### src/rtl/spi_master_regif.sv
// SPI mode-0 register-access initiator: one write or read frame per request.
// Optional SPI_MASTER_WVERIFY_EN: each write is followed by a readback frame, mismatch flagged on rsp_err.
module spi_master_regif #(
  parameter int ADDR_W  = 3,
  parameter int REG_W   = 8,
  parameter int CLK_DIV = 2
) (
  input  logic              clk,
  input  logic              rstb,
  input  logic              ena,
  input  logic              req_valid,
  output logic              req_ready,
  input  logic              req_write,
  input  logic [ADDR_W-1:0] req_addr,
  input  logic [REG_W-1:0]  req_wdata,
  output logic              rsp_valid,
  output logic [REG_W-1:0]  rsp_rdata,
  output logic              rsp_err,
  output logic              busy,
  output logic              spi_cs_n,
  output logic              spi_clk,
  output logic              spi_mosi,
  input  logic              spi_miso
);

  localparam int FB = 8 + REG_W;
  localparam int HW = $clog2(2 * FB);
  localparam int DW = (CLK_DIV > 1) ? $clog2(CLK_DIV) : 1;
  localparam logic [HW-1:0] LAST_EDGE = HW'(2 * FB - 1);
  localparam logic [HW-1:0] PRE_LAST  = HW'(2 * FB - 2);
  localparam logic [DW-1:0] DIV_MAX   = DW'(CLK_DIV - 1);

  typedef enum logic [2:0] {S_IDLE, S_SETUP, S_SHIFT, S_END, S_GAP} state_t;

  function automatic logic [FB-1:0] build_frame(input logic wr, input logic [ADDR_W-1:0] a,
                                                input logic [REG_W-1:0] d);
    logic [7:0] cmd;
    cmd = '0;
    cmd[7] = wr;
    cmd[ADDR_W-1:0] = a;
    return {cmd, (wr ? d : {REG_W{1'b0}})};
  endfunction

  state_t            r_state;
  logic [DW-1:0]     r_div;
  logic [HW-1:0]     r_half;   // spi_clk edges seen in SHIFT; even = rising
  logic [FB-2:0]     r_tx;     // bits still to send after the one on MOSI
  logic              r_write;
  logic [REG_W-1:0]  r_rx;
  logic              r_rise_d;
  logic              r_sync1;
  logic              r_sync2;
  logic              w_div_end;
  logic              w_accept;
  logic [FB-1:0]     w_frame;

  assign w_div_end = (r_div == DIV_MAX);
  assign w_accept  = req_valid & req_ready & ena;
  assign w_frame   = build_frame(req_write, req_addr, req_wdata);

`ifdef SPI_MASTER_WVERIFY_EN
  logic [ADDR_W-1:0] r_addr;
  logic [REG_W-1:0]  r_wdata;
  logic              r_verify;
  logic [FB-1:0]     w_vframe;
  assign w_vframe = build_frame(1'b0, r_addr, {REG_W{1'b0}});
`endif

  always_ff @(posedge clk or negedge rstb) begin
    if (!rstb) begin
      r_state   <= S_IDLE;
      r_div     <= '0;
      r_half    <= '0;
      r_tx      <= '0;
      r_write   <= 1'b0;
      r_rx      <= '0;
      r_rise_d  <= 1'b0;
      r_sync1   <= 1'b0;
      r_sync2   <= 1'b0;
      req_ready <= 1'b1;
      rsp_valid <= 1'b0;
      rsp_rdata <= '0;
      rsp_err   <= 1'b0;
      busy      <= 1'b0;
      spi_cs_n  <= 1'b1;
      spi_clk   <= 1'b0;
      spi_mosi  <= 1'b0;
`ifdef SPI_MASTER_WVERIFY_EN
      r_addr    <= '0;
      r_wdata   <= '0;
      r_verify  <= 1'b0;
`endif
    end else begin
      r_sync1   <= spi_miso;
      r_sync2   <= r_sync1;
      rsp_valid <= 1'b0;
      r_rise_d  <= 1'b0;
      // Sample one clk after each rising spi_clk so the synchroniser output has settled
      if (r_rise_d)
        r_rx <= {r_rx[REG_W-2:0], r_sync2};

      case (r_state)
        S_IDLE: begin
          if (w_accept) begin
            r_write   <= req_write;
            r_tx      <= w_frame[FB-2:0];
            spi_mosi  <= w_frame[FB-1];
            spi_cs_n  <= 1'b0;
            req_ready <= 1'b0;
            busy      <= 1'b1;
            r_div     <= '0;
            r_state   <= S_SETUP;
`ifdef SPI_MASTER_WVERIFY_EN
            r_addr    <= req_addr;
            r_wdata   <= req_wdata;
            r_verify  <= 1'b0;
`endif
          end
        end

        S_SETUP: begin
          if (w_div_end) begin
            r_div    <= '0;
            r_half   <= '0;
            spi_clk  <= 1'b1;
            r_rise_d <= 1'b1;
            r_state  <= S_SHIFT;
          end else begin
            r_div <= r_div + 1'b1;
          end
        end

        S_SHIFT: begin
          if (w_div_end) begin
            r_div <= '0;
            if (r_half == LAST_EDGE) begin
              spi_cs_n <= 1'b1;
              spi_mosi <= 1'b0;
`ifdef SPI_MASTER_WVERIFY_EN
              if (r_write && !r_verify) begin
                r_state <= S_GAP;
              end else begin
                r_state   <= S_END;
                rsp_valid <= 1'b1;
                rsp_rdata <= r_rx;
                rsp_err   <= r_write && (r_rx != r_wdata);
              end
`else
              r_state   <= S_END;
              rsp_valid <= 1'b1;
              if (!r_write)
                rsp_rdata <= r_rx;
`endif
            end else begin
              r_half  <= r_half + 1'b1;
              spi_clk <= ~spi_clk;
              if (spi_clk) begin
                if (r_half != PRE_LAST) begin
                  r_tx     <= {r_tx[FB-3:0], 1'b0};
                  spi_mosi <= r_tx[FB-2];
                end
              end else begin
                r_rise_d <= 1'b1;
              end
            end
          end else begin
            r_div <= r_div + 1'b1;
          end
        end

        S_END: begin
          r_div   <= '0;
          r_state <= S_GAP;
        end

        S_GAP: begin
          if (w_div_end) begin
            r_div <= '0;
`ifdef SPI_MASTER_WVERIFY_EN
            if (r_write && !r_verify) begin
              r_verify <= 1'b1;
              r_tx     <= w_vframe[FB-2:0];
              spi_mosi <= w_vframe[FB-1];
              spi_cs_n <= 1'b0;
              r_state  <= S_SETUP;
            end else begin
              req_ready <= 1'b1;
              busy      <= 1'b0;
              r_state   <= S_IDLE;
            end
`else
            req_ready <= 1'b1;
            busy      <= 1'b0;
            r_state   <= S_IDLE;
`endif
          end else begin
            r_div <= r_div + 1'b1;
          end
        end

        default: r_state <= S_IDLE;
      endcase
    end
  end

endmodule

### config.mk
export PLATFORM = sky130hd
export DESIGN_NAME = spi_master_regif
export DESIGN_NICKNAME = d
export VERILOG_FILES = /design/src/rtl/spi_master_regif.sv
export SDC_FILE = /design/constraint.sdc
export NUM_CORES = 1
export LEC_CHECK = 0
export CORE_ASPECT_RATIO = 0.75
export CORE_MARGIN = 5
export CORE_UTILIZATION = 45
export DETAILED_ROUTE_END_ITERATION = 12
export HOLD_SLACK_MARGIN = 0.1
export PLACE_DENSITY = 0.67
export RECOVER_POWER = 100
export SETUP_SLACK_MARGIN = 0.15
export SLEW_MARGIN = 0
export SYNTH_ARGS = -nofsm -noshare
export SYNTH_HDL_FRONTEND = slang
export SYNTH_SLANG_ARGS = --single-unit
### constraint.sdc
create_clock -name clk -period 3.2 [get_ports clk]
set_input_delay 0.64 -clock clk [delete_from_list [all_inputs] [get_ports clk]]
set_output_delay 0.64 -clock clk [all_outputs]
set_load 0.01 [all_outputs]
## Word level (Yosys, flattened, before mapping)

Index checks and enable logic that the tools add are counted.

- Bitwise operators: 4
- Mux-type cells: 45
- $add $sub $neg: 2
- Equality and inequality tests: 16
- Reductions and logical operators: 15

Operator list:

| kind | count |
|---|---|
| two-way mux 15 bit | 5 |
| one-hot mux 15 bit (2 select lines) | 1 |
| two-way mux 1 bit | 21 |
| != test 2 bit (second input constant) | 8 |
| two-way mux 3 bit | 5 |
| two-way mux 5 bit | 3 |
| one-hot mux 3 bit (5 select lines) | 1 |
| one-hot mux 1 bit (2 select lines) | 6 |
| AND reduction 4 bit | 3 |
| one-hot mux 5 bit (2 select lines) | 1 |
| AND reduction 5 bit | 2 |
| two-way mux 8 bit | 1 |
| equality test 3 x 2 -> 1 bit (second input constant) | 2 |
| != test 3 bit (second input constant) | 2 |
| AND reduction 6 bit | 1 |
| nonzero test 2 bit | 3 |
| adder 5 x 1 -> 5 bit (second input constant) | 1 |
| equality test 5 bit (second input constant) | 1 |
| != test 5 bit (second input constant) | 1 |
| AND reduction 2 bit | 2 |
| equality test 3 x 1 -> 1 bit (second input constant) | 1 |
| equality test 3 bit (second input constant) | 1 |
| logical NOT 3 bit | 1 |
| one-hot mux 1 bit (3 select lines) | 1 |
| 6 further kinds | 8 |

- Flip-flop bits (word level): 50
- Output and inout bits: 15
- Word-level logic and storage cells: 98
- Input bits: 17

## Longest topological paths before layout

Gate-level depths: netlist of run 1.

- Depth after elaboration: 6
- Mapped depth: 9
- Depth with buffers taken out: 7

## Worst setup path before layout of run 1

No wires, ideal clock.

- Path type: register to register
- Start point: register r_half[0]
- End point: register rsp_rdata[0]
- Slack: 1.122 ns
- Path buffers: 2
- Period minus slack after synthesis: 2.078 ns
- Arrival time: 1.953 ns
- Cell stages (with the launch flop): 9
- Data required time: 3.075 ns
- Library setup time: 0.125 ns
- Path through: dfrtp_1 -> ha_1 -> and3_1 -> ha_1 -> buf_4 -> inv_2 -> or4_4 -> buf_6 -> mux2_4

- Longest elaborated chain between the ends: 2

RTL lines:

| what | line | text |
|---|---|---|
| from (decl) | 46 | `logic [HW-1:0] r_half;` |
| from (signal assigned) | 155 | `r_half <= r_half + 1'b1;` |
| equality test 5 bit | 136 | `if (r_half == LAST_EDGE) begin` |
| AND reduction 4 bit (no source line) | n/a |  |
| to (signal assigned) | 152 | `rsp_rdata <= r_rx;` |
| to (decl) | 17 | `output logic [REG_W-1:0] rsp_rdata,` |

No other way between the ends.
A chain may end at the register's enable or synchronous reset.

## Worst setup path after layout of run 1

- Start point: register r_half[0]
- End point: register rsp_rdata[2]

The elaborated chain is that of the path after synthesis.

==> key figures, run 1 <==
Finish
  – FILL cells: 455
  – Final instance area: 0.00275 mm^2
  – Final Util: 55.2%
  – Nets: 254
  – Commonest non-fill, non-tap cell in the layout: dfrtp_1
  – Ratio of cells with drive above 1 in the final layout: 11.9%
  – Area growth from synthesis to layout: 16.5%
  – Commonest cells after routing, fill and taps aside: 48 x dfrtp_1, 16 x a21oi_1, 16 x dlygate4sd3_1, 13 x o21ai_0, 13 x clkdlybuf4s50_1
  – Fin cells: 307
  – Antenna fix cells: 0

Placed design
  – DP Area: 0.00269 mm^2
  – Placed cells: 299
  – Place WS: between 0.7 and 0.8 ns
  – Port Buffer Count: 30
  – GP Congestion: 0.782
  – Final HPWL DP: 2910 um

Yosys
  – Post-synth ARST share: 100%
  – Post-synthesis sequential area ratio: 53.1%
  – Post-Synthesis Cells: approximately 210
  – Post-Syn Nets: between 200 and 250
  – Flops & latches, synth: 50
  – Post-Syn Area: 0.00236 mm^2
  – Synth Warn #: 1
  – Mean post-synth cell area: ~11 um^2
  – Most used DFF post-synth: dfrtp_1
  – Number of synthesized flops with an enable pin: 0
  – Netlist cell types: 42

Flow run
  – Max-cap violation count: 0

Drt
  – Post-route DRC: 0
  – Avg WL per Cell: 13.7 um
  – Final ANT Viol Nets: 0
  – DRT iter0 DRCs: 54
  – Metal3 WL: 212 um
  – Uppermost layer routed: met4
  – Initial DRT Pass Iterations: 4
  – DR WL met2: 1670 um
  – DRT Wirelength: 4200 um
  – Via density: 5.07
  – Vias: 1,556
  – M1 WL: 2260 um

STA
  – Fmax: 390 MHz
  – Finish-stage setup viols: 0
  – PnR worst setup slack: 0.636 ns
  – RSZ-0062 raised after global routing: false
  – Worst-margin pin slew: 1.06 ns
  – Final Hold Fails: 0
  – Worst Skew: 0.00716 ns
  – Final worst path period share: 80.1%
  – Max_slew headroom: between 20 and 30%
  – Setup_tns: 0 ns
  – Max Transition Viols Final: 0
  – Period minus WS final: 2.56 ns
  – Hold_ws: ~0.38 ns

Floorplan
  – Row cnt: 22
  – Die X: between 90 and 100 um
  – Die Area: 0.00681 mm^2
  – Starting Density: 47.4%
  – Core area: 0.00498 mm^2
  – IO Pins: 32
  – Die height: around 73 um

Worst setup path
  – Crit. End Element: register
  – CP Class: reg2reg
  – FF-to-FF path depth: 6
  – Reg-to-Reg End: rsp_rdata[2]
  – Crit path required time: about 3.4 ns
  – Startpoint Class: register
  – Reg2Reg Setup Slack: 0.64 ns
  – Setup crit end: rsp_rdata[2]
  – Worst r2r src: r_half[0]
  – CP max FO: 10
  – Arr. time, crit path: 2.75 ns
  – CP Launch Point: r_half[0]

Worst hold path
  – Path category of the worst min-delay check: reg2reg

Clock network
  – CTS Buf Count: 5
  – CTS tree: built
  – CTS Sinks: 50
  – Post-cts gate resize count: 0
  – Clock-pin slew on the worst setup and hold paths: 0.09 ns
  – Post-CTS Setup Bufs: 0
  – CTS root buffer: clkbuf_8
  – Hold_buf cts: 0
  – Worst-skew pair later-pin latency: 0.30 ns
  – H-tree depth: 2
  – Clock buffer depth: 2

Power
  – Overall power: 1.06 mW
  – VDD IR max: roughly 0.00020 V
  – Leakage: 1.39 nW
  – PD cells: 386 mW/mm^2

GRT
  – Grt total ovfl: 0
  – First-pass GRT wire length: 7190 um
  – GRT Total Usage: 13.5%
  – Largest net degree at the start of global routing: 51
  – Vias in the first global route: 1,453
  – Initial antenna violation count: 0

Status
  – Status: complete, no violations
==> power breakdown <==
| group | total (mW) | switching, mW | internal [mW] |
|---|---|---|---|
| combinational | 0.0389 | 0.0185 | 0.0204 |
| sequential | 0.633 | 0.000505 | 0.633 |
| clock | 0.391 | 0.213 | 0.178 |
| total | 1.06 | 0.232 | 0.831 |
==> synth_stat cells (all sizes together), types with 2 or more instances <==
cell,n,area [um^2]
dfstp,2,52.6
a21oi,16,80.1
nand2b,2,20.0
nor2,13,53.8
mux2i,8,80.1
and3,11,68.8
nand2,11,41.3
a22o,6,52.6
o2bb2ai,2,17.5
o21ai,16,80.1
dfrtp,48,1200
clkbuf,3,11.3
mux2,23,289
nand4,2,12.5
ha,3,37.5
a21o,2,15.0
a22oi,2,15.0
buf,9,57.6
nor2b,6,37.5
inv,10,37.5
==> worst max-delay path: stages (launching register included) <==
cell and delay [ns]:
dfrtp_1 0.44, ha_1 0.21, and3_1 0.17, ha_1 0.36
clkinv_1 0.14, or4_1 0.73, mux2_1 0.40
==> registers in the layout, indices dropped and copies added (netlist names), 3 cells and up <==
name and cells:
r_half 5, r_rx 8, r_state 3, r_tx 15, rsp_rdata 8
==> final cells by class <==
type | instances | area (um^2) | area share, %
multi-input cells | 136 | 970 | 35.2
clock inverters | 2 | 16.3 | 0.591
flip-flops and latches | 50 | 1250 | 45.5
inverters | 10 | 37.5 | 1.36
repair buffers | 31 | 303 | 11.0
well taps | 72 | 90.1 | 3.27
clock buffers | 6 | 82.6 | 3.00
==> cell families after synthesis <==
family | Yosys count | synth area share [%]
simple gates | 54 | 12.7
fa+ha+maj | 3 | 1.59
mux | 31 | 15.6
compound gates | 47 | 12.3
flops | 50 | 53.1
other cells | 1 | 0.159
buf+inv | 22 | 4.50
==> worst min-delay path by stage <==
stage             from  endpoint  slack [ns]  depth (start not counted)
2_1_floorplan  r_sync1   r_sync2        0.33                          0
3_3_place_gp   r_sync1   r_sync2        0.33                          0
3_5_place_dp   r_sync1   r_sync2        0.35                          0
4_1_cts        r_sync1   r_sync2        0.38                          0
5_1_grt        r_sync1   r_sync2        0.39                          0
6_report       r_sync1   r_sync2        0.38                          0
==> per-layer routing <==
metal / global-route usage (%) / up-vias
met4: 5.29 / 0
li1: - / 784
met3: 4.02 / 6
met2: 18.3 / 29
met1: 20.0 / 737
met5: 0 / -
Power figures use the tool's default switching activity.
==> inputs of run 2 (changes only) <==
==> constraint.sdc (replaced) <==
create_clock -name clk -period 2.53 [get_ports clk]
set_input_delay 0.506 -clock clk [delete_from_list [all_inputs] [get_ports clk]]
set_output_delay 0.506 -clock clk [all_outputs]
set_load 0.01 [all_outputs]
==> run 2 against run 1 <==
Net effect:
- clock-buffer cell count unchanged
- final area increased by 1.4%
- sequential share of layout area decreased by 0.63 points
- first-iteration DRC count increased by 19%
- combinational power increased by 32%
- total power increased by 26%
- flip-flop and latch count unchanged
- clock power increased by 25%
- critical endpoint is now r_tx[0]
==> key figures, run 2 (synthesis gave the netlist of run 1 again) <==
Drt
  – Final ANT Viol Nets: 0 (unchanged)
  – Post-route DRC: 0 (unchanged)
  – Initial DRT Pass Iterations: 4 (unchanged)
  – Vias: 1,622 (+4.2%)
  – Avg WL per Cell: 14.1 um (+3.0%)
  – DRT Wirelength: 4420 um (+5.3%)
  – Via density: 5.17 (+1.9%)
  – DRT iter0 DRCs: 64 (+19%)

GRT
  – Initial antenna violation count: 0 (unchanged)
  – Grt total ovfl: 0 (unchanged)
  – GRT Total Usage: 14.3% (+0.83 points)
  – Largest net degree at the start of global routing: 30 (-41%)
  – First-pass GRT wire length: 7620 um (+6.1%)
  – Vias in the first global route: 1,523 (+4.8%)

Placed design
  – DP Area: 0.00274 mm^2 (+2.0%)
  – Final HPWL DP: 3110 um (+6.8%)
  – Port Buffer Count: 30 (unchanged)
  – GP Congestion: 0.783 (+0.10%)

STA
  – Final worst path period share: 86.6% (+6.5 points)
  – Max_slew headroom: 1.53% (-28 points)
  – Final Hold Fails: 0 (unchanged)
  – Max Transition Viols Final: 0 (unchanged)
  – Setup_tns: 0 ns (unchanged)
  – RSZ-0062 raised after global routing: false
  – Worst Skew: 0.00834 ns (+0.00118 ns)
  – Period minus WS final: 2.19 ns (-0.373 ns)
  – Fmax: 456 MHz (+17%)
  – Finish-stage setup viols: 0 (unchanged)
  – Worst-margin pin slew: 1.48 ns (+0.414 ns)

Power
  – VDD IR max: 0.000213 V (+9.2%)
  – Leakage: 1.41 nW (+1.4%)
  – PD cells: 481 mW/mm^2 (+24%)

Floorplan
  – Die X: 93.7 um (unchanged)
  – Die height: 72.7 um (unchanged)
  – IO Pins: 32 (unchanged)
  – Starting Density: 47.4% (unchanged)
  – Core area: 0.00498 mm^2 (unchanged)
  – Die Area: 0.00681 mm^2 (unchanged)
  – Row cnt: 22 (unchanged)

Status
  – Status: complete, no violations

Clock network
  – CTS tree: built
  – Clock-pin slew on the worst setup and hold paths: 0.10 ns (about the same)
  – CTS root buffer: clkbuf_8
  – CTS Buf Count: 5 (unchanged)
  – Clock buffer depth: 2 (unchanged)
  – CTS Sinks: 50 (unchanged)
  – Worst-skew pair later-pin latency: 0.30 ns (about the same)
  – Post-cts gate resize count: 0 (unchanged)
  – Post-CTS Setup Bufs: 0 (unchanged)
  – Hold_buf cts: 0 (unchanged)
  – H-tree depth: 2 (unchanged)

Finish
  – Commonest non-fill, non-tap cell in the layout: dfrtp_1
  – Multi-input gate area: 976 um^2 (+0.65%)
  – Max FFs per register: 15 (unchanged)
  – Biggest regs: r_tx (15), r_rx (8), rsp_rdata (8)
  – Final instance area: 0.00279 mm^2 (+1.4%)
  – Top reg by flops: r_tx
  – Nets: 261 (+2.8%)
  – FILL cells: 461 (+1.3%)
  – FF+latch area: 0.00125 mm^2 (unchanged)
  – Commonest cells after routing, fill and taps aside: 48 x dfrtp_1, 16 x a21oi_1, 15 x dlygate4sd3_1, 14 x clkdlybuf4s50_1
  – Ratio of cells with drive above 1 in the final layout: 13.2% (+1.3 points)
  – Antenna fix cells: 0 (unchanged)
  – Area growth from synthesis to layout: 18.2%

Worst setup path
  – CP Launch Point: r_half[0]
  – Crit path required time: 2.71 ns (-0.67 ns)
  – Worst r2r src: r_half[0]
  – Crit. End Element: register
  – CP max FO: 8 (-2)
  – Arr. time, crit path: 2.37 ns (-0.38 ns)
  – Startpoint Class: register
  – CP Class: reg2reg

Worst hold path
  – Path category of the worst min-delay check: reg2reg
  – Hold Startpoint: r_sync1

Flow run
  – Max-cap violation count: 0 (unchanged)
==> run 2: stage by stage <==
stage | utilization [%] | power (mW) | setup slack [ns] | hold WS, ns | std cells
floorplan | - | 0.828 | 0.452 | 0.210 | 208
global placement | 55.0 | 0.871 | 0.432 | 0.336 | 306
detailed placement | 55.0 | 0.871 | 0.402 | 0.335 | 306
CTS | 57.0 | 1.36 | 0.409 | 0.239 | 314
global route | 56.0 | 1.42 | 0.176 | 0.387 | 314
finish | 56.0 | 1.34 | 0.339 | 0.376 | 314
==> run 2: worst paths after layout <==
check	endpoint	slack (ns)	depth (start not counted)
setup / recovery	r_tx[0]	0.34	8
hold / removal	r_sync2	0.38	0
setup reg to reg	r_tx[0]	0.34	8
hold reg to reg	r_sync2	0.38	0
max in group asynchronous	req_ready	0.81	2
min in group asynchronous	rsp_rdata[6]	0.55	1
==> run 2: area by class of cell <==
class / instances / share of cell area, %
timing repair buffer: 38 / 12.0
multi-input combinational: 136 / 35.0
clock buffer: 6 / 2.96
inverter: 10 / 1.34
tap: 72 / 3.23
sequential: 50 / 44.9
clock inverter: 2 / 0.628
==> run 2: worst max-delay path: stages, from the launching register on <==
cell       delay, ns
dfrtp_1         0.44
ha_1            0.26
and3_1          0.19
ha_1            0.19
inv_1           0.08
nand4_1         0.13
a21o_1          0.33
clkbuf_2        0.26
o2bb2ai_1       0.18
==> run 2: power by group <==
group,leakage (nW),switching (mW),internal [mW],total [mW]
Clock,0.0514,0.265,0.225,0.490
Combinational,0.722,0.0244,0.0268,0.0512
Sequential,0.640,0.000501,0.800,0.801
Total,1.41,0.289,1.05,1.34
==> run 2: metal layers <==
layer / part of all wire (%) / wire [um] / global-route usage, % / vias to the layer above
met5: 0 / 0 / 0 / -
met4: 0.54 / 24 / 3.85 / 0
met3: 5.3 / 233 / 4.12 / 2
met2: 43 / 1900 / 20.2 / 34
met1: 51 / 2260 / 21.5 / 787
li1: - / - / - / 799
